<file path="src/rtl/loader_pkg.sv">
// Shared definitions for the UART-driven instruction loader: FSM states,
// frame constants and the bytes-per-word helper.
package loader_pkg;

  typedef enum logic [2:0] {
    ST_IDLE,
    ST_ADDR_H,
    ST_ADDR_L,
    ST_CNT_H,
    ST_CNT_L,
    ST_DATA,
    ST_CHECK
  } state_t;

  localparam logic [7:0] DEFAULT_SYNC_BYTE = 8'hA5;

  // Byte offsets of the header fields, counted from the SYNC byte.
  localparam int OFS_ADDR_H = 1;
  localparam int OFS_ADDR_L = 2;
  localparam int OFS_CNT_H  = 3;
  localparam int OFS_CNT_L  = 4;
  localparam int OFS_DATA   = 5;

  function automatic int bytes_per_word(input int data_width);
    return data_width / 8;
  endfunction

endpackage

</file>
<file path="src/rtl/loader_word_packer.sv">
// Assembles a data word from a byte stream, MSB first, and raises a one-cycle
// word_ready strobe in the cycle after the word's final byte was shifted in.
module loader_word_packer
  import loader_pkg::*;
#(
  parameter int DATA_WIDTH = 32,
  parameter int IDX_W      = 2
) (
  input  logic                  clk,
  input  logic                  rst_n,
  input  logic                  shift_en,
  input  logic [7:0]            byte_in,
  input  logic [IDX_W-1:0]      byte_idx,
  output logic                  word_ready,
  output logic [DATA_WIDTH-1:0] word
);

  localparam int BPW = bytes_per_word(DATA_WIDTH);

  // Shift each accepted byte into the low end; flag the word once its last byte lands.
  always_ff @(posedge clk or negedge rst_n) begin
    if (!rst_n) begin
      word       <= '0;
      word_ready <= 1'b0;
    end else begin
      // NOTE: sequential state uses non-blocking assignments so every register
      // samples pre-edge values and simulation matches the synthesized flops.
      word_ready <= shift_en && (byte_idx == IDX_W'(BPW - 1));
      if (shift_en) begin
        word <= (word << 8) | DATA_WIDTH'(byte_in);
      end
    end
  end

endmodule

</file>
<file path="src/rtl/instruction_loader.sv">
// Receives a framed program image over a UART byte stream and writes it into
// the instruction memory write port. Owns the frame FSM, address/count
// bookkeeping, running checksum and inter-byte timeout.
module instruction_loader
  import loader_pkg::*;
#(
  parameter int         DATA_WIDTH     = 32,
  parameter int         ADDR_WIDTH     = 12,
  parameter logic [7:0] SYNC_BYTE      = DEFAULT_SYNC_BYTE,
  parameter int         TIMEOUT_CYCLES = 1_000_000
) (
  input  logic                  clk,
  input  logic                  rst_n,
  input  logic                  enable,
  input  logic                  rx_valid,
  input  logic [7:0]            rx_data,
  output logic                  wr_en,
  output logic [ADDR_WIDTH-1:0] wr_addr,
  output logic [DATA_WIDTH-1:0] wr_data,
  output logic                  busy,
  output logic                  done,
  output logic                  error
);

  localparam int BPW   = bytes_per_word(DATA_WIDTH);
  localparam int IDX_W = (BPW > 1) ? $clog2(BPW) : 1;
  localparam int TO_W  = $clog2(TIMEOUT_CYCLES + 1);
  localparam int RW    = ADDR_WIDTH + 2;
  localparam logic [RW-1:0] MEM_WORDS = RW'(1) << ADDR_WIDTH;

  state_t                state;
  logic [7:0]            hi_byte;
  logic [ADDR_WIDTH-1:0] addr;
  logic [ADDR_WIDTH:0]   remaining;
  logic [7:0]            chk;
  logic [IDX_W-1:0]      byte_idx;
  logic [TO_W-1:0]       idle_cnt;

  logic                  byte_ok;
  logic                  shift_en;
  logic                  last_byte;
  logic                  timeout_hit;
  logic [15:0]           field16;
  logic [RW-1:0]         range_sum;
  logic                  addr_bad;
  logic                  cnt_bad;

  // Per-byte decode: header field value, address/range validity and timeout.
  always_comb begin
    // NOTE: every signal gets a default before any condition so no latch is inferred.
    byte_ok     = rx_valid && enable;
    shift_en    = byte_ok && (state == ST_DATA);
    last_byte   = (byte_idx == IDX_W'(BPW - 1));
    field16     = {hi_byte, rx_data};
    addr_bad    = (field16 >> ADDR_WIDTH) != 16'd0;
    range_sum   = RW'(addr) + RW'(field16);
    cnt_bad     = (field16 == 16'd0) || ((field16 >> (ADDR_WIDTH + 1)) != 16'd0) ||
                  (range_sum > MEM_WORDS);
    timeout_hit = (state != ST_IDLE) && !rx_valid &&
                  (idle_cnt == TO_W'(TIMEOUT_CYCLES - 1));
  end

  // Frame FSM with address, count, checksum, byte index and timeout bookkeeping.
  always_ff @(posedge clk or negedge rst_n) begin
    if (!rst_n) begin
      state     <= ST_IDLE;
      hi_byte   <= '0;
      addr      <= '0;
      remaining <= '0;
      chk       <= '0;
      byte_idx  <= '0;
      idle_cnt  <= '0;
      wr_addr   <= '0;
      busy      <= 1'b0;
      done      <= 1'b0;
      error     <= 1'b0;
    end else begin
      done <= 1'b0;
      if (state != ST_IDLE) begin
        idle_cnt <= rx_valid ? '0 : idle_cnt + TO_W'(1);
      end

      if (state != ST_IDLE && !enable) begin
        // Loader disarmed mid-frame: quiet abort, error untouched.
        state <= ST_IDLE;
        busy  <= 1'b0;
      end else if (timeout_hit) begin
        state <= ST_IDLE;
        busy  <= 1'b0;
        error <= 1'b1;
      end else if (byte_ok) begin
        if (state inside {ST_ADDR_H, ST_ADDR_L, ST_CNT_H, ST_CNT_L, ST_DATA}) begin
          chk <= chk ^ rx_data;
        end
        case (state)
          ST_IDLE: begin
            if (rx_data == SYNC_BYTE) begin
              state    <= ST_ADDR_H;
              busy     <= 1'b1;
              error    <= 1'b0;
              chk      <= '0;
              byte_idx <= '0;
              idle_cnt <= '0;
            end
          end
          ST_ADDR_H: begin
            hi_byte <= rx_data;
            state   <= ST_ADDR_L;
          end
          ST_ADDR_L: begin
            if (addr_bad) begin
              state <= ST_IDLE;
              busy  <= 1'b0;
              error <= 1'b1;
            end else begin
              addr  <= field16[ADDR_WIDTH-1:0];
              state <= ST_CNT_H;
            end
          end
          ST_CNT_H: begin
            hi_byte <= rx_data;
            state   <= ST_CNT_L;
          end
          ST_CNT_L: begin
            if (cnt_bad) begin
              state <= ST_IDLE;
              busy  <= 1'b0;
              error <= 1'b1;
            end else begin
              remaining <= field16[ADDR_WIDTH:0];
              state     <= ST_DATA;
            end
          end
          ST_DATA: begin
            if (last_byte) begin
              // The packer strobes wr_en next cycle; latch the target address alongside it.
              byte_idx  <= '0;
              wr_addr   <= addr;
              addr      <= addr + ADDR_WIDTH'(1);
              remaining <= remaining - (ADDR_WIDTH + 1)'(1);
              if (remaining == (ADDR_WIDTH + 1)'(1)) begin
                state <= ST_CHECK;
              end
            end else begin
              byte_idx <= byte_idx + IDX_W'(1);
            end
          end
          ST_CHECK: begin
            if (rx_data == chk) begin
              done <= 1'b1;
            end else begin
              error <= 1'b1;
            end
            state <= ST_IDLE;
            busy  <= 1'b0;
          end
          default: begin
            state <= ST_IDLE;
            busy  <= 1'b0;
          end
        endcase
      end
    end
  end

  loader_word_packer #(
    .DATA_WIDTH (DATA_WIDTH),
    .IDX_W      (IDX_W)
  ) u_packer (
    .clk        (clk),
    .rst_n      (rst_n),
    .shift_en   (shift_en),
    .byte_in    (rx_data),
    .byte_idx   (byte_idx),
    .word_ready (wr_en),
    .word       (wr_data)
  );

endmodule

</file>
<file path="config.mk">
export PLATFORM = sky130hd
export DESIGN_NAME = instruction_loader
export DESIGN_NICKNAME = d
export VERILOG_FILES = /design/src/rtl/loader_pkg.sv /design/src/rtl/loader_word_packer.sv /design/src/rtl/instruction_loader.sv
export SDC_FILE = /design/constraint.sdc
export NUM_CORES = 1
export LEC_CHECK = 0
export ABC_CLOCK_PERIOD_IN_PS = 7100
export CAP_MARGIN = 30
export CORE_ASPECT_RATIO = 0.7
export CORE_MARGIN = 2
export CORE_UTILIZATION = 62
export DETAILED_ROUTE_END_ITERATION = 7
export GPL_ROUTABILITY_DRIVEN = 0
export MAX_ROUTING_LAYER = met4
export PLACE_DENSITY_LB_ADDON = 0.12
export SKIP_LAST_GASP = 1
export SLEW_MARGIN = 20
export SYNTH_ARGS = -nofsm -noshare
export SYNTH_HDL_FRONTEND = slang
export SYNTH_SLANG_ARGS = --single-unit
</file>
<file path="constraint.sdc">
create_clock -name clk -period 7.1 [get_ports clk]
set_clock_uncertainty 0.2 [all_clocks]
set_input_delay 0.71 -clock clk [delete_from_list [all_inputs] [get_ports clk]]
set_output_delay 0.71 -clock clk [all_outputs]
set_load 0.1 [all_outputs]
</file>
==> metrics.md <==
| Metric | Value |
|---|---|
| Pin count of the biggest net entering global routing | `73` |
| Clk sinks | `114` |
| CORE AREA | `9680 µm²` |
| Final standard cell area without fillers | `roughly 7500 µm²` |
| Clock tree from TritonCTS | `yes` |
| Worst setup path category | `primary input to flop` |
| CP startpoint kind | `primary input` |
| Die outline width | `123 µm` |
| Final sum of negative setup slack | `0 ns` |
| Setup repair after global routing missed its margin | `false` |
| Clock network power share | `28.8%` |
| Max_cap viols | `0` |
| Critical path data required time | `just over 7 ns` |
| Tmin final | `4.33 ns` |
| Number of global-route vias before repair | `between 5000 and 6000` |
| Headroom to the max-slew limit | `32.9%` |
| Area share of and/or/nand/nor cells after synthesis | `approximately 19%` |
| Cell family with most CP delay | `compound AO/OA/AOI/OAI gates` |
| Final-report hold violation count | `0` |
| Reg2Reg Setup Slack | `3.27 ns` |
| Beginning of the critical path | `rx_data[0]` |
| First-pass iteration count of the detailed router | `6` |
| Post-CTS sizing | `0` |
| Main combinational cell family by area after synthesis | `simple AND/OR/NAND/NOR gates` |
| Switching power summed over all nets | `1.26 mW` |
| Number of DRC markers in iteration 0 | `roughly 820` |
| Deepest level of the CTS H-tree | `4` |
| Vias | `5418` |
| Worst skew pair latency | `0.41 ns` |
| Count of state elements after synthesis | `114` |
| Number of nets in the layout | `746` |
| Diode count | `0` |
| Synth-to-Final Area Change | `21.8%` |
| Global-route wire length before repair | `26800 µm` |
| Per-cell routed wire length | `approximately 19 µm` |
| Post-CTS setup buffers | `0` |
| Fmax achieved | `231 MHz` |
| Net switching fraction of the power | `41.5%` |
| Number of filler instances in the final layout | `just over 600` |
| Capture point of the worst reg-to-reg path | `remaining[1]` |
| Final setup violation count | `0` |
| Reg area | `2850 µm²` |
| Footprint of the multi-input gates | `3150 µm²` |
| Warning count from the yosys run | `0` |
| Netlist area before placement | `6160 µm²` |
| Library cell used as clock root buffer | `clkbuf_16` |
| Worst supply voltage drop on vdd | `278 µV` |
| Reg-to-reg startpoint | `addr[0]` |
| Antenna-violating nets left | `0` |
| Pwr dens | `406 nW/µm²` |
| Area post-placement | `6860 µm²` |
| Mean post-synth cell area | `9.38 µm²` |
| Outcome | `completed` |
| Post-synth EDFFs | `0` |
| Synthesized netlist cell count | `657` |
| Fraction of registers with async set/reset | `100%` |
| Max stage delay on crit path | `0.72 ns` |
| Cts hold-fix bufs | `0` |
| Wire length reported by the detailed router | `16500 µm` |
| Syn nets | `687` |
| Vert. Die Dim | `between 80 and 90 µm` |
| Kind of end point of the critical path | `flop` |
| Starting density of the core | `between 60% and 70%` |
| Worst path cell trace | `clkdlybuf4s50_1 > ha_1 > inv_1 > fa_1 > xnor2_1 > a2111oi_2 > o2111ai_1 > a211o_1 > a2111oi_2 > and4_4 > o21ai_4 > nand2_4 > mux2_4` |
| HPWL Detailed | `between 10000 and 15000 µm` |
| CTS Buffer Depth | `2` |
| WP data arrival | `4.42 ns` |
| End point of the critical path | `remaining[1]` |
| Slowest cell on the critical path | `clkdlybuf4s50_1` |
| Most frequently used flop master after synthesis | `dfrtp_1` |
| Worst-Margin Slew | `1.00 ns` |
| # port buffers | `around 60` |
| CTS buffer count | `17` |
| Maximum net fanout on the critical path | `13` |
| Cell internal power dissipation | `1.78 mW` |
| Fin. max-slew vios | `0` |
| Seq/Total Area, Yosys | `46.3%` |
| Sum of overflow across all layers after global routing | `0` |
| Post-synthesis mux area share | `7.86%` |
| Sequential group share of total power | `32.2%` |
| Compound-Gate Fraction of Synth Area | `~17%` |
| Cell variety after synth | `58` |
| Share of synthesized cell area in full adder, half adder and majority cells | `approximately 3.8%` |
| Total leakage power | `roughly 3.4 nW` |
| Cell depth of the worst setup path | `13` |
| Antenna violations before repair | `0` |
| I/O pin count | `60` |
| Die ar. | `10800 µm²` |
| Synth Area in XOR/XNOR | `under 10%` |
| Worst min-delay path class | `primary input to async pin` |
| Global Route Usage Sum | `33.5%` |
| Post-detailed-route via-to-cell ratio | `around 6.3` |
| Detailed-route DRC error count | `0` |
| Worst Reg2Reg Path Length in Cells | `12` |
| Period Utilization, post-route | `60.9%` |
| Buffers & Inverters on Critical Path | `2` |
| Register clock-pin slew on the reported worst setup and hold paths | `0.05 ns` |
| Combinational power share | `39.0%` |
| Fraction of layout instances using a drive strength above 1 | `about an eighth` |
| Number of rows created at floorplan | `30` |
| CP most frequent cell | `a2111oi_2` |
-- worst register-to-register path, delay by kind of cell, from the launching register on --
kind / cells / cell delay [ns]
AOI/OAI and AO/OA: 5 / 1.24
xor gates and xnor gates: 1 / 0.16
adders and majority gates: 2 / 0.68
buffers and inverters: 1 / 0.07
DFF: 1 / 0.53
muxes: 1 / 0.32
and+or+nand+nor: 2 / 0.52
-- synth_stat cells, drive strengths merged, types with 2 or more instances --
cell type,number,share of area (%)
a22oi,10,1.2
nand2,91,5.7
a31oi,8,0.81
xor2,16,2.3
a22o,3,0.43
nor2,70,4.3
nor3,15,1.2
nand4,8,0.81
and3,15,1.5
o211ai,4,0.49
o41ai,2,0.41
nor2b,3,0.30
dfrtp,114,46
a211oi,3,0.37
o22ai,4,0.41
buf,3,0.30
o21bai,5,0.61
or4,3,0.37
nor3b,5,0.61
o21a,3,0.37
ha,17,3.5
xnor2,6,0.85
mux2,40,7.4
a31o,7,0.99
clkbuf,24,1.5
or3,3,0.30
mux2i,3,0.49
nor4,5,0.51
nand3b,2,0.24
o22a,5,0.71
nand4b,3,0.43
a21o,4,0.49
a2111oi,2,0.49
o2111ai,2,0.28
nand3,20,1.6
inv,16,0.97
and4b,2,0.32
a21oi,42,3.4
a211o,3,0.43
o21ai,52,4.4
nand2b,5,0.51
-- metal layers --
metal / vias to the layer above / wire (µm) / GRT usage, %
li1: 2481 / - / -
met1: 2648 / 7320 / 46.7
met2: 254 / 7440 / 47.8
met3: 35 / 1470 / 9.10
met4: 0 / 284 / 10.6
met5: - / 0 / -
-- power by group through the flow --
stage | combinational (mW) | sequential (mW) | clock (mW)
after detailed placement | 1.14 | 0.980 | 0
after global placement | 1.10 | 0.971 | 0
after global routing | 1.29 | 1.00 | 0.915
after floorplan | 0.681 | 1.13 | 0
final | 1.19 | 0.982 | 0.879
after CTS | 1.17 | 0.973 | 0.887
-- area by class of cell --
type | count | share of cell area [%]
multi-input combinational | 500 | 42.0
sequential | 114 | 38.0
timing repair buffer | 67 | 9.13
clock buffer | 20 | 5.81
clock inverter | 11 | 2.17
tap | 128 | 2.13
inverter | 16 | 0.800
-- how the worst min path moves through the flow --
| stage | end | cells after the start |
|---|---|---|
| floorplan | addr[0] | 0 |
| global placement | wr_addr[7] | 2 |
| detailed placement | wr_addr[0] | 2 |
| CTS | addr[0] | 1 |
| global route | addr[0] | 1 |
| finish | addr[0] | 1 |
-- kinds of logic (layout without fill, tap and decap cells) --
group,count (synthesis),after routing
adders and majority gates,18,18
DFF,114,114
and+or+nand+nor,254,254
AOI/OAI and AO/OA,163,163
muxes,43,43
buffers and inverters,43,114
xor gates and xnor gates,22,22
-- placed cells by master, fill, tap and decap left out, types with 4 or more instances in the layout --
cell type        Yosys  routed
dfrtp_1            114     114
nand2_1             90      90
nor2_1              69      69
clkdlybuf4s50_1      0      58
o21ai_0             50      50
a21oi_1             42      42
mux2_2              39      39
nand3_1             20      20
ha_1                17      17
clkbuf_16            0      17
inv_1               16      16
xor2_1              16      16
and3_1              15      15
nor3_1              15      14
a22oi_1             10      10
nand4_1              8       8
a31oi_1              8       8
xnor2_1              6       6
a31o_2               6       6
buf_4                0       6
nand2b_1             5       5
nor4_1               5       5
o21bai_1             5       5
nor3b_1              5       5
o22a_1               5       5
clkinv_2             0       5
o211ai_1             4       4
a21o_1               4       4
o22ai_1              4       4
bufinv_16            0       4
-- metrics by stage --
| stage | total power, mW | hold WS [ns] | utilization [%] | cells | setup slack, ns |
|---|---|---|---|---|---|
| final | 3.05 | 0.0881 | 77.5 | 856 | 2.77 |
| after floorplan | 1.81 | 0.214 | - | 657 | 3.51 |
| after CTS | 3.03 | 0.107 | 77.0 | 854 | 2.84 |
| after global routing | 3.20 | 0.127 | 77.5 | 856 | 2.62 |
| after global placement | 2.07 | 0.261 | 70.6 | 821 | 2.55 |
| after detailed placement | 2.12 | 0.267 | 70.8 | 823 | 2.45 |
-- state kept, by name (all words and copies together) (netlist names), 2 cells and up --
name,cells
u_packer.word,32
idle_cnt,20
remaining,13
addr,12
wr_addr,12
chk,8
hi_byte,8
state,3
byte_idx,2
Power figures use the tool's default switching activity.
